`src/rtl/pc_pkg.sv`:
```
// Shared definitions for the PC sequencer: op encoding and default parameters.
package pc_pkg;

  typedef enum logic [1:0] {
    OP_SEQ  = 2'b00,
    OP_JUMP = 2'b01,
    OP_CALL = 2'b10,
    OP_RET  = 2'b11
  } op_e;

  localparam int DEF_ADDR_W     = 16;
  localparam int DEF_INC        = 1;
  localparam int DEF_RAS_DEPTH  = 4;   // must be a power of two, >= 2
  localparam int DEF_RESET_ADDR = 0;

endpackage

```
`src/rtl/ras_stack.sv`:
```
// Circular return-address stack. When full, a push overwrites the oldest
// entry and the count saturates at DEPTH. Entry storage is not reset; the
// count guards every read, so stale data is never consumed.
module ras_stack
  import pc_pkg::*;
#(
  parameter int DEPTH = DEF_RAS_DEPTH,
  parameter int W     = DEF_ADDR_W
) (
  input  logic         clk,
  input  logic         reset,
  input  logic         flush,
  input  logic         push,
  input  logic         pop,
  input  logic [W-1:0] push_data,
  output logic [W-1:0] top,
  output logic         empty,
  output logic         full
);

  localparam int PW = $clog2(DEPTH);
  localparam int CW = PW + 1;

  logic [DEPTH-1:0][W-1:0] mem;
  logic [PW-1:0]           ptr;    // next slot to write; top lives at ptr-1
  logic [CW-1:0]           count;

  assign empty = (count == '0);
  assign full  = (count == CW'(DEPTH));
  assign top   = mem[ptr - 1'b1];

  // Pointer/count: flush empties, push wraps circularly, pop only when non-empty.
  always_ff @(posedge clk or negedge reset) begin
    if (!reset) begin
      ptr   <= '0;
      count <= '0;
    end else if (flush) begin
      ptr   <= '0;
      count <= '0;
    end else if (push) begin
      ptr <= ptr + 1'b1;
      if (!full) count <= count + 1'b1;
    end else if (pop && !empty) begin
      ptr   <= ptr - 1'b1;
      count <= count - 1'b1;
    end
  end

  // Entry storage: write at the pointer; wrapping onto the oldest slot when full.
  always_ff @(posedge clk) begin
    if (push && !flush) mem[ptr] <= push_data;
  end

endmodule

```
`src/rtl/pc_sequencer.sv`:
```
// Program counter sequencer: SEQ/JUMP/CALL/RET with a return-address stack,
// redirect, stall, sticky self-loop halt and a registered RET-underflow pulse.
module pc_sequencer
  import pc_pkg::*;
#(
  parameter int                ADDR_W     = DEF_ADDR_W,
  parameter int                INC        = DEF_INC,
  parameter int                RAS_DEPTH  = DEF_RAS_DEPTH,
  parameter logic [ADDR_W-1:0] RESET_ADDR = ADDR_W'(DEF_RESET_ADDR)
) (
  input  logic              clk,
  input  logic              reset,
  input  logic              stall,
  input  logic [1:0]        op,
  input  logic [ADDR_W-1:0] target,
  input  logic              redirect,
  input  logic [ADDR_W-1:0] redirect_addr,
  output logic [ADDR_W-1:0] pc,
  output logic              ras_empty,
  output logic              ras_full,
  output logic              ras_underflow,
  output logic              halted
);

  localparam logic [ADDR_W-1:0] STEP = ADDR_W'(INC);

  op_e               op_q;
  logic              active;     // op is honoured this cycle
  logic [ADDR_W-1:0] pc_inc;
  logic [ADDR_W-1:0] ras_top;
  logic [ADDR_W-1:0] pc_nxt;
  logic              halt_set;
  logic              uf_nxt;
  logic              do_push;
  logic              do_pop;

  assign op_q    = op_e'(op);
  assign active  = !redirect && !halted && !stall;
  assign pc_inc  = pc + STEP;    // wraps modulo 2^ADDR_W
  assign do_push = active && (op_q == OP_CALL);
  assign do_pop  = active && (op_q == OP_RET) && !ras_empty;

  ras_stack #(
    .DEPTH (RAS_DEPTH),
    .W     (ADDR_W)
  ) u_ras (
    .clk       (clk),
    .reset     (reset),
    .flush     (redirect),
    .push      (do_push),
    .pop       (do_pop),
    .push_data (pc_inc),
    .top       (ras_top),
    .empty     (ras_empty),
    .full      (ras_full)
  );

  // Next-PC select for an honoured op, with self-loop and underflow detection.
  always_comb begin
    pc_nxt   = pc;
    halt_set = 1'b0;
    uf_nxt   = 1'b0;
    if (active) begin
      case (op_q)
        OP_SEQ: pc_nxt = pc_inc;
        OP_JUMP, OP_CALL: begin
          pc_nxt   = target;
          halt_set = (target == pc);
        end
        OP_RET: begin
          if (!ras_empty) begin
            pc_nxt   = ras_top;
            halt_set = (ras_top == pc);
          end else begin
            pc_nxt = pc_inc;
            uf_nxt = 1'b1;
          end
        end
        default: pc_nxt = pc;
      endcase
    end
  end

  // Architectural state: redirect wins over halt/stall; halt is sticky until redirect.
  always_ff @(posedge clk or negedge reset) begin
    if (!reset) begin
      pc            <= RESET_ADDR;
      halted        <= 1'b0;
      ras_underflow <= 1'b0;
    end else if (redirect) begin
      pc            <= redirect_addr;
      halted        <= 1'b0;
      ras_underflow <= 1'b0;
    end else begin
      pc            <= pc_nxt;
      halted        <= halted | halt_set;
      ras_underflow <= uf_nxt;
    end
  end

endmodule

```
`config.mk`:
```
export PLATFORM = sky130hd
export DESIGN_NAME = pc_sequencer
export DESIGN_NICKNAME = d
export VERILOG_FILES = /design/src/rtl/pc_pkg.sv /design/src/rtl/ras_stack.sv /design/src/rtl/pc_sequencer.sv
export SDC_FILE = /design/constraint.sdc
export NUM_CORES = 1
export LEC_CHECK = 0
export CORE_MARGIN = 4
export CORE_UTILIZATION = 50
export DETAILED_ROUTE_END_ITERATION = 10
export PLACE_DENSITY_LB_ADDON = 0.15
export SLEW_MARGIN = 10
export SYNTH_ARGS = -nofsm -noshare
export SYNTH_HDL_FRONTEND = slang
export SYNTH_HIERARCHICAL = 1
export SYNTH_SLANG_ARGS = --single-unit
```
`constraint.sdc`:
```
create_clock -name clk -period 3.8 [get_ports clk]
set_input_delay 0.76 -clock clk [delete_from_list [all_inputs] [get_ports clk]]
set_output_delay 0.76 -clock clk [all_outputs]
set_load 0.03 [all_outputs]
```
======== Yosys cells after proc, flatten, opt, wreduce, memory -nomap -nowiden ========
Index checks and enable logic that the tools add are counted.
cells by class
  $add $sub $neg .......................... 5
  $lt $le $gt $ge ......................... 3
  equal/unequal tests ..................... 7
  multiplexer cells ....................... 24
  bitwise operators ....................... 1
  reductions and logical operators ........ 18
operators with widths
  operator                                                               count
  16-bit 2-to-1 mux                                                      5
  64-bit bitwise mux                                                     1
  16-bit one-hot mux with 3 select lines                                 1
  16-bit binary-select mux with 2-bit select                             1
  16-bit demux with 2-bit select                                         1
  16-bit == test                                                         2
  16-bit by 1-bit adder with 16-bit output, second input constant        1
  3-bit 2-to-1 mux                                                       4
  1-bit logical AND                                                      8
  1-bit 2-to-1 mux                                                       7
  2-bit by 3-bit < comparator with 1-bit output, second input constant   2
  2-bit 2-to-1 mux                                                       3
  2-bit == test, second input constant                                   2
  1-bit logical NOT                                                      4
  3-bit by 1-bit adder with 3-bit output, second input constant          1
  3-bit == test, second input constant                                   1
  3-bit logical NOT                                                      1
  3-bit inequality test, second input constant                           1
  3-bit nonzero test                                                     1
  3-bit by 1-bit subtractor with 3-bit output, second input constant     1
  2-bit by 1-bit adder with 2-bit output, second input constant          1
  2-bit by 1-bit == test with 1-bit output, second input constant        1
  2-bit by 1-bit >= comparator with 1-bit output, second input constant  1
  2-bit logical NOT                                                      1
  other kinds (6)                                                        6
word-level totals
  flip-flop bits (word level) ............. 87
  input port bits ......................... 38
  output and inout bits ................... 20
  word-level logic and storage cells ...... 67

======== Depth between registers and ports, before layout ========
Gate-level depths: netlist (run 1).
  word-level depth ........................ 9
  gate-level depth with buffers ........... 12
  mapped depth without buffers ............ 8

======== Hierarchy ========
The synthesis (run 1) kept the hierarchy.
by module, submodules not included
  module        instances  cells each  area an instance (um^2)  seq. area each (um^2)
  ras_stack     1          129         2776.4                   2047.0
  pc_sequencer  1          254         2013.2                   450.4

======== Least setup slack after synthesis (run 1) ========
No wires, ideal clock.
  path kind ............................... reg-to-reg
  from .................................... register u_ras.count[2]
  to ...................................... register u_ras.ptr[1]
  setup time .............................. 87 ps
  data arrival time ....................... 2702 ps
  path slack .............................. 1011 ps
  cell stages (with the launch flop) ...... 10
  clock period less this slack ............ 2789 ps
  path through ............................ dfrtp_1 -> buf_6 -> nor3_1 -> nor2b_1 -> clkbuf_2 -> buf_2 -> and2_1 -> o31ai_2 -> mux2_4 -> a211oi_2
between the ends
  cells in the longest elaborated chain, start to end .. 5
RTL lines
  what                          line                RTL
  from (decl)                   ras_stack.sv:26     logic [CW-1:0] count;
  from (signal assigned)        ras_stack.sv:42     if (!full) count <= count + 1'b1;
  from (signal assigned)        ras_stack.sv:45     count <= count - 1'b1;
  3-bit logical NOT             ras_stack.sv:28     assign empty = (count == '0);
  net ras_empty                 pc_sequencer.sv:19  output logic ras_empty,
  1-bit logical NOT             pc_sequencer.sv:41  assign do_pop = active && (op_q == OP_RET) && !ras_empty;
  1-bit logical AND             pc_sequencer.sv:41
  net do_pop                    pc_sequencer.sv:35  logic do_pop;
  1-bit logical AND             ras_stack.sv:43     end else if (pop && !empty) begin
  3-bit nonzero test (no line)  -
  to (signal assigned)          ras_stack.sv:41     ptr <= ptr + 1'b1;
  to (signal assigned)          ras_stack.sv:44     ptr <= ptr - 1'b1;
  to (decl)                     ras_stack.sv:25     logic [PW-1:0] ptr;
The timed path passes the listed nets, and every way through them passes these cells.
A chain may end at the register's enable or synchronous reset.

======== Final worst setup path (run 1) ========
  from .................................... register u_ras.ptr[1]
  to ...................................... register halted
between the ends
  cells in the longest elaborated chain, start to end .. 9
RTL lines
  what                                         line                RTL
  2-bit by 1-bit subtractor with 2-bit output  ras_stack.sv:30     assign top = mem[ptr - 1'b1];
  16-bit binary-select mux with 2-bit select   ras_stack.sv:30
  16-bit 2-to-1 mux (implied by the code)      ras_stack.sv:30
  net ras_top[4]                               pc_sequencer.sv:30  logic [ADDR_W-1:0] ras_top;
  16-bit == test                               pc_sequencer.sv:73  halt_set = (ras_top == pc);
  1-bit 2-to-1 mux                             pc_sequencer.sv:71  if (!ras_empty) begin
  1-bit one-hot mux with 2 select lines        pc_sequencer.sv:64  case (op_q)
  1-bit 2-to-1 mux                             pc_sequencer.sv:63  if (active) begin
  1-bit bitwise OR                             pc_sequencer.sv:96  halted <= halted | halt_set;
  1-bit 2-to-1 mux                             pc_sequencer.sv:90  end else if (redirect) begin
  to (signal assigned)                         pc_sequencer.sv:96
  to (decl)                                    pc_sequencer.sv:22  output logic halted
The timed path passes the listed nets, and every way through them passes these cells. The select of a mux whose other input is x is not followed.

==> impl_metrics.ini, run 1 <==
[status]
status = complete, no violations

[cells_and_area]
area_taken_by_multi_input_logic_gates_um2 = 2050
finalCoreUtilization_pct = 60.2
antenna_cells_inserted = 0
final.fill_count = 775
postLayoutCellArea_um2 = 5590
layout_common_cells = edfxtp_1, clkdlybuf4s50_1, xnor2_1
final_common_cell = edfxtp_1
final_cell_count_no_fill = 563
syn2layout_area_growth_pct = 16.6
layout-drive-gt1-share_pct = 13.6
register_area_um2 = 2500
fin_nets = 476

[drt]
routed-via-count = 3271
avgRoutedWirePerCell_um = 19.8
detailedRoute.firstIterationViolations = 215
ant_nets = 0
routed_wirelength_um = 11100
vias_per_cell = 5.81
drt_pass1_iterations = 5
detail_route.drc_violations = 0

[place]
dp_hpwl_um = 7990
place.detailed.instances = 547
placed_cell_area_um2 = 5400
routability_congestion_estimate_from_global_placement = 0.872
portBuffers = 57

[synth]
synthesized_instance_count = 383
synth.ff_latch_count = 87
count_of_synthesis_stage_warnings_from_yosys = 6
synth-edff-count = 64
syn_area_per_cell_um2 = 12.5
yosysSeqAreaShare_pct = 52.1
mappedNetlistArea_um2 = 4790
yosys.cell_types.count = 62
postSynthNetCount = 430
ys_async_sr_fraction_pct = 26.4
primary_ff_master_synth = edfxtp_1

[clock_network]
clock_insertion_delay_worst_skew_ns = 0.37
cts_inserted_buffers = 9
clock_tree.buffer_depth = 2
post_cts_hold_buffer_count = 0
post-cts-setup-buffers = 0
numClockSinks = 87
cts.reportedPaths.clkPinSlew_ns = 0.10
tritoncts = yes
number_of_gates_given_a_new_drive_strength_after_cts = 0
htree_levels = 3
clockRootBuffer = clkbuf_8

[die]
floorplan.die_area_um2 = 11200
die_y_um = 106
core_area_um2 = 9280
die-width_um = 106
io_pins = 58
fp-row-count = 35
floorplan.initialDensity_pct = 51.6

[pwr]
vdd_ir_drop_max_mv = 0.177
p_int_w = 0.00150
power.clock.fraction_pct = 29.0
p_comb_share_pct = 18.8
power.switching_fraction_pct = 30.9
switchingPower_w = 0.000670
power_density_nw_per_um2 = 389
sequentialPowerShare_pct = 52.2
leakagePower_nw = 1.92

[timing]
setup-violations-final = 0
timing_worst_slew_pin_value_ns = 0.731
layout_min_cycle_time_ns = 2.73
timing.final.max_slew_violations = 0
layout_worst_path_cycle_share_pct = 71.8
hold_ws_ns = 0.370
rsz0062_at_grt = false
setup_tns_ns = 0
skew_ns = 0.0141
max_clock_freq_mhz = 367
timing_hold_violations_final = 0
timing.slew.headroom_pct = 51.3

[critical_path]
critical_path_cell_with_the_highest_stage_delay = ha_1
path_max_fanout = 18
critPathArrivalTime_ns = 3.03
crit_path_max_incr_delay_ns = 0.76
critical_path_required_ns = 4.11
critPathCaptureType = flop
path_cells = inv_1, ha_1, mux4_2, xor2_1, nor4_1, nand4_1, nor4_1, a211o_1
worstSetupStartpointType = flop
critPathMostFrequentCell = nor4_1
criticalPathCategory = flop to flop

[global_route]
grt_use_total_pct = 21.0
grt_antenna_before_repair = 0
vias_in_the_first_global_route = 3262
grt_max_degree = 40
gr-total-overflow = 0
first_pass_grt_wire_length_um = 18000

[run]
max_cap_violations = 0

[worst_hold_path]
hold_path.class = input port to asynchronous set/reset pin
synthesized netlist by cell type, drive strengths merged (2+ instances only):
cell / n / area (um^2)
o2bb2ai: 3 / 26.3
nor4: 8 / 71.3
nand2: 16 / 60.1
xor2: 17 / 149
a211oi: 4 / 35.0
clkbuf: 16 / 62.6
a21oi: 18 / 90.1
nand3b: 3 / 22.5
a31oi: 2 / 12.5
a21o: 2 / 16.3
nand4: 8 / 65.1
or3: 3 / 18.8
xnor2: 30 / 263
and2: 7 / 43.8
o21a: 3 / 22.5
o21ai: 18 / 90.1
inv: 13 / 48.8
edfxtp: 64 / 1920
a22oi: 15 / 113
nor2b: 4 / 25.0
dfrtp: 23 / 576
buf: 16 / 135
nor3: 10 / 70.1
mux4: 16 / 368
nand3: 8 / 57.6
and3: 3 / 18.8
nor2: 23 / 88.8
o31ai: 5 / 47.5
ha: 8 / 100
o311a: 2 / 21.3
registers in the layout (all words and copies together), names as in the netlist:
| signal | cells |
|---|---|
| u_ras/mem | 64 |
| u_ras/count | 3 |
| u_ras/ptr | 2 |
| ras_underflow | 1 |
| halted | 1 |
| pc | 16 |
cell type report:
class                      instances  share of cell area [%]
clock buffer                       9                    2.22
tap                              129                    2.89
timing repair buffer              67                    11.5
clock inverter                     7                    1.21
sequential                        87                    44.7
inverter                          13                   0.874
multi-input combinational        251                    36.6
path summary, 6_finish.rpt:
| check | slack [ns] | end | cells after the start | start |
|---|---|---|---|---|
| max | 1.07 | halted$_DFF_PN0_ | 8 | u_ras/ptr[1]$_DFFE_PN0P_ |
| min | 0.37 | u_ras/count[1]$_DFFE_PN0P_ | 1 | reset |
| max reg2reg | 1.07 | halted$_DFF_PN0_ | 8 | u_ras/ptr[1]$_DFFE_PN0P_ |
| min reg2reg | 0.68 | u_ras/count[1]$_DFFE_PN0P_ | 1 | u_ras/count[1]$_DFFE_PN0P_ |
| max in group asynchronous | 3.03 | pc[13]$_DFFE_PN0P_ | 1 | reset |
| min in group clk | 0.68 | u_ras/count[1]$_DFFE_PN0P_ | 1 | u_ras/count[1]$_DFFE_PN0P_ |
cell families after synthesis:
kind of cell / count (synthesis) / share of synthesized area, %
buf+inv: 45 / 5.15
flops: 87 / 52.1
xor+xnor: 47 / 8.59
compound gates: 83 / 11.9
simple gates: 95 / 11.7
mux: 17 / 7.99
fa+ha+maj: 9 / 2.51
power groups by stage:
stage	combinational [W]	clock (W)	sequential, W
finish	0.000409	0.000630	0.00113
global route	0.000442	0.000695	0.00114
CTS	0.000410	0.000647	0.00113
detailed placement	0.000408	0	0.00115
global placement	0.000403	0	0.00115
floorplan	0.000255	0	0.00115
worst max-delay path: cells and delay by family (launching register included):
family | cells | cell delay [ns]
simple gates | 3 | 0.68
mux | 1 | 0.46
flops | 1 | 0.38
xor+xnor | 1 | 0.16
compound gates | 1 | 0.13
fa+ha+maj | 1 | 0.76
buf+inv | 1 | 0.08
per-layer routing:
| layer | routed length, um | share of wire [%] | track usage (%) | up-vias |
|---|---|---|---|---|
| li1 | - | - | - | 1528 |
| met1 | 5150 | 46 | 30.5 | 1600 |
| met2 | 5060 | 45 | 30.8 | 122 |
| met3 | 668 | 6.0 | 4.53 | 21 |
| met4 | 255 | 2.3 | 7.96 | 0 |
| met5 | 0 | 0 | 0 | - |
per-stage QoR:
stage,power (W),setup slack (ns)
final,0.00217,1.07
after global routing,0.00228,0.923
after CTS,0.00219,1.07
after detailed placement,0.00156,0.894
after global placement,0.00155,0.906
after floorplan,0.00140,1.01
No activity file was read; power rests on OpenSTA's default activity.
==> inputs of run 2 (changes only) <==
==> constraint.sdc (replaced) <==
create_clock -name clk -period 2.48 [get_ports clk]
set_input_delay 0.496 -clock clk [delete_from_list [all_inputs] [get_ports clk]]
set_output_delay 0.496 -clock clk [all_outputs]
set_load 0.03 [all_outputs]
==> run 2 against run 1 <==
  * Final area grew 4.3%
  * Routed wire length grew 4.0%
  * Clock power increased by 54%
  * Core utilization rose by 2.6 points
  * Setup slack got worse by 0.97 ns
  * Via count grew 3.5%
  * Register-to-register slack worse by 0.97 ns
  * Power is 55% higher
  * Non-clock buffer count up 19
  * Fmax is 15% higher
  * Clock skew fell by 0.0017 ns
  * Sequential share of layout area shrank 1.8 points
  * Critical path type unchanged
  * Highest routed layer unchanged
==> impl_metrics.ini, run 2 (synthesis gave the netlist of run 1 again) <==
[status]
status = complete, no violations

[timing]
layout_min_cycle_time_ns = 2.38
timing.final.max_slew_violations = 0
max_clock_freq_mhz = 421
setup-violations-final = 0
setup_tns_ns = 0
rsz0062_at_grt = false
skew_ns = 0.0124
timing_hold_violations_final = 0
timing.slew.headroom_pct = 61.2
timing_worst_slew_pin_value_ns = 0.577
postLayoutSetupSlackWorst_ns = 0.104
layout_worst_path_cycle_share_pct = 95.8

[drt]
drt_pass1_iterations = 5
detailedRoute.firstIterationViolations = 143
avgRoutedWirePerCell_um = 19.9
routed-via-count = 3385
detail_route.drc_violations = 0
vias_per_cell = 5.82
ant_nets = 0
routed_wirelength_um = 11600

[clock_network]
clock_tree.buffer_depth = 2
clockRootBuffer = clkbuf_8
number_of_gates_given_a_new_drive_strength_after_cts = 0
clock_insertion_delay_worst_skew_ns = 0.35
post_cts_hold_buffer_count = 0
tritoncts = yes
post-cts-setup-buffers = 0
cts.reportedPaths.clkPinSlew_ns = 0.10
cts_inserted_buffers = 9
htree_levels = 3
numClockSinks = 87

[critical_path]
critPathCaptureType = flop
worstSetupStartpointType = flop
worst_path_bufs_invs = 2
path_max_fanout = 6
criticalPathCategory = flop to flop
crit_path_max_incr_delay_ns = 0.45
r2r.worst_path.cells = 9
path_cells = inv_1, ha_1, buf_4, mux4_2, xor2_1, nor4_1, nand4_1, nor4_1, a211o_1
critPathArrivalTime_ns = 2.68
critPathMostFrequentCell = nor4_1
cp_num_cells = 9
critical_path_cell_with_the_highest_stage_delay = dfrtp_1
critical_path_required_ns = 2.78
critical-path-top-delay-family = simple AND/OR/NAND/NOR gates

[cells_and_area]
final.fill_count = 713
fin_nets = 495
final_cell_count_no_fill = 582
final_common_cell = edfxtp_1
layout_common_cells = edfxtp_1, clkdlybuf4s50_1, xnor2_1
postLayoutCellArea_um2 = 5820
area_taken_by_multi_input_logic_gates_um2 = 2060
antenna_cells_inserted = 0
register_area_um2 = 2500
largest_reg_flops = 64
reg_top3 = u_ras/mem x64, pc x16, u_ras/count x3
layout-drive-gt1-share_pct = 18.1
syn2layout_area_growth_pct = 21.6
regMostFlops = u_ras/mem

[global_route]
grt_antenna_before_repair = 0
grt_use_total_pct = 21.5
first_pass_grt_wire_length_um = 18400
gr-total-overflow = 0
grt_max_degree = 29
vias_in_the_first_global_route = 3409

[run]
max_cap_violations = 0

[place]
place.detailed.instances = 566
dp_hpwl_um = 8650
preCtsSetupSlack_ns = -0.0589
placed_cell_area_um2 = 5630
portBuffers = 57
routability_congestion_estimate_from_global_placement = 0.904

[worst_hold_path]
hold_path.class = input port to asynchronous set/reset pin

[pwr]
vdd_ir_drop_max_mv = 0.449
power_density_nw_per_um2 = 579
leakagePower_nw = 2.05
report.power.total_w = 0.00337

[die]
io_pins = 58
die-width_um = 106
fp-row-count = 35
core_area_um2 = 9280
floorplan.initialDensity_pct = 51.6
floorplan.die_area_um2 = 11200
die_y_um = 106
run 2: cell count changes in the layout (fill, tap and decap cells not counted), sizes merged:
cell,delta
clkdlybuf4s50,+1
clkinvlp,-1
inv,-1
buf,+18
clkinv,+2
run 2: per-stage QoR:
step | utilization (%) | hold slack (ns)
2_1_floorplan | - | 0.200
3_3_place_gp | 60.6 | 0.632
3_5_place_dp | 60.6 | 0.636
4_1_cts | 62.7 | 0.503
5_1_grt | 62.7 | 0.514
6_report | 62.7 | 0.498
run 2: worst paths after layout:
check	from	endpoint	slack, ns
setup reg to reg	u_ras/ptr[0]$_DFFE_PN0P_	halted$_DFF_PN0_	0.10
max in group asynchronous	reset	pc[9]$_DFFE_PN0P_	1.72
hold / removal	reset	u_ras/count[2]$_DFFE_PN0P_	0.50
setup / recovery	u_ras/ptr[0]$_DFFE_PN0P_	halted$_DFF_PN0_	0.10
min in group clk	u_ras/ptr[0]$_DFFE_PN0P_	u_ras/ptr[0]$_DFFE_PN0P_	0.65
hold reg to reg	u_ras/ptr[0]$_DFFE_PN0P_	u_ras/ptr[0]$_DFFE_PN0P_	0.65
run 2: layout make-up:
class,instances,area share [%]
clock buffers,9,2.13
clock inverters,7,1.27
inverters,13,0.838
multi-input cells,251,35.3
flip-flops and latches,87,42.9
well taps,129,2.77
repair buffers,86,14.8
run 2: worst register-to-register path, delay by kind of cell, from the launching register on:
kind / cells / cell delay (ns)
compound gates: 1 / 0.13
xor+xnor: 1 / 0.16
simple gates: 3 / 0.68
buf+inv: 2 / 0.26
flops: 1 / 0.45
mux: 1 / 0.33
fa+ha+maj: 1 / 0.31
run 2: per-layer routing:
| layer | track usage (%) | vias to the layer above | share of wire, % |
|---|---|---|---|
| li1 | - | 1557 | - |
| met3 | 4.04 | 26 | 6.6 |
| met1 | 30.6 | 1667 | 44 |
| met5 | 0 | - | 0 |
| met2 | 33.3 | 135 | 47 |
| met4 | 7.12 | 0 | 2.6 |
run 2: report_power, final:
| part | internal, W | total, W | leakage [nW] | switching (W) |
|---|---|---|---|---|
| logic | 0.000305 | 0.000675 | 1.08 | 0.000370 |
| clock network | 0.000398 | 0.000972 | 0.101 | 0.000574 |
| registers | 0.00163 | 0.00173 | 0.864 | 0.0000928 |
| total | 0.00234 | 0.00337 | 2.05 | 0.00104 |
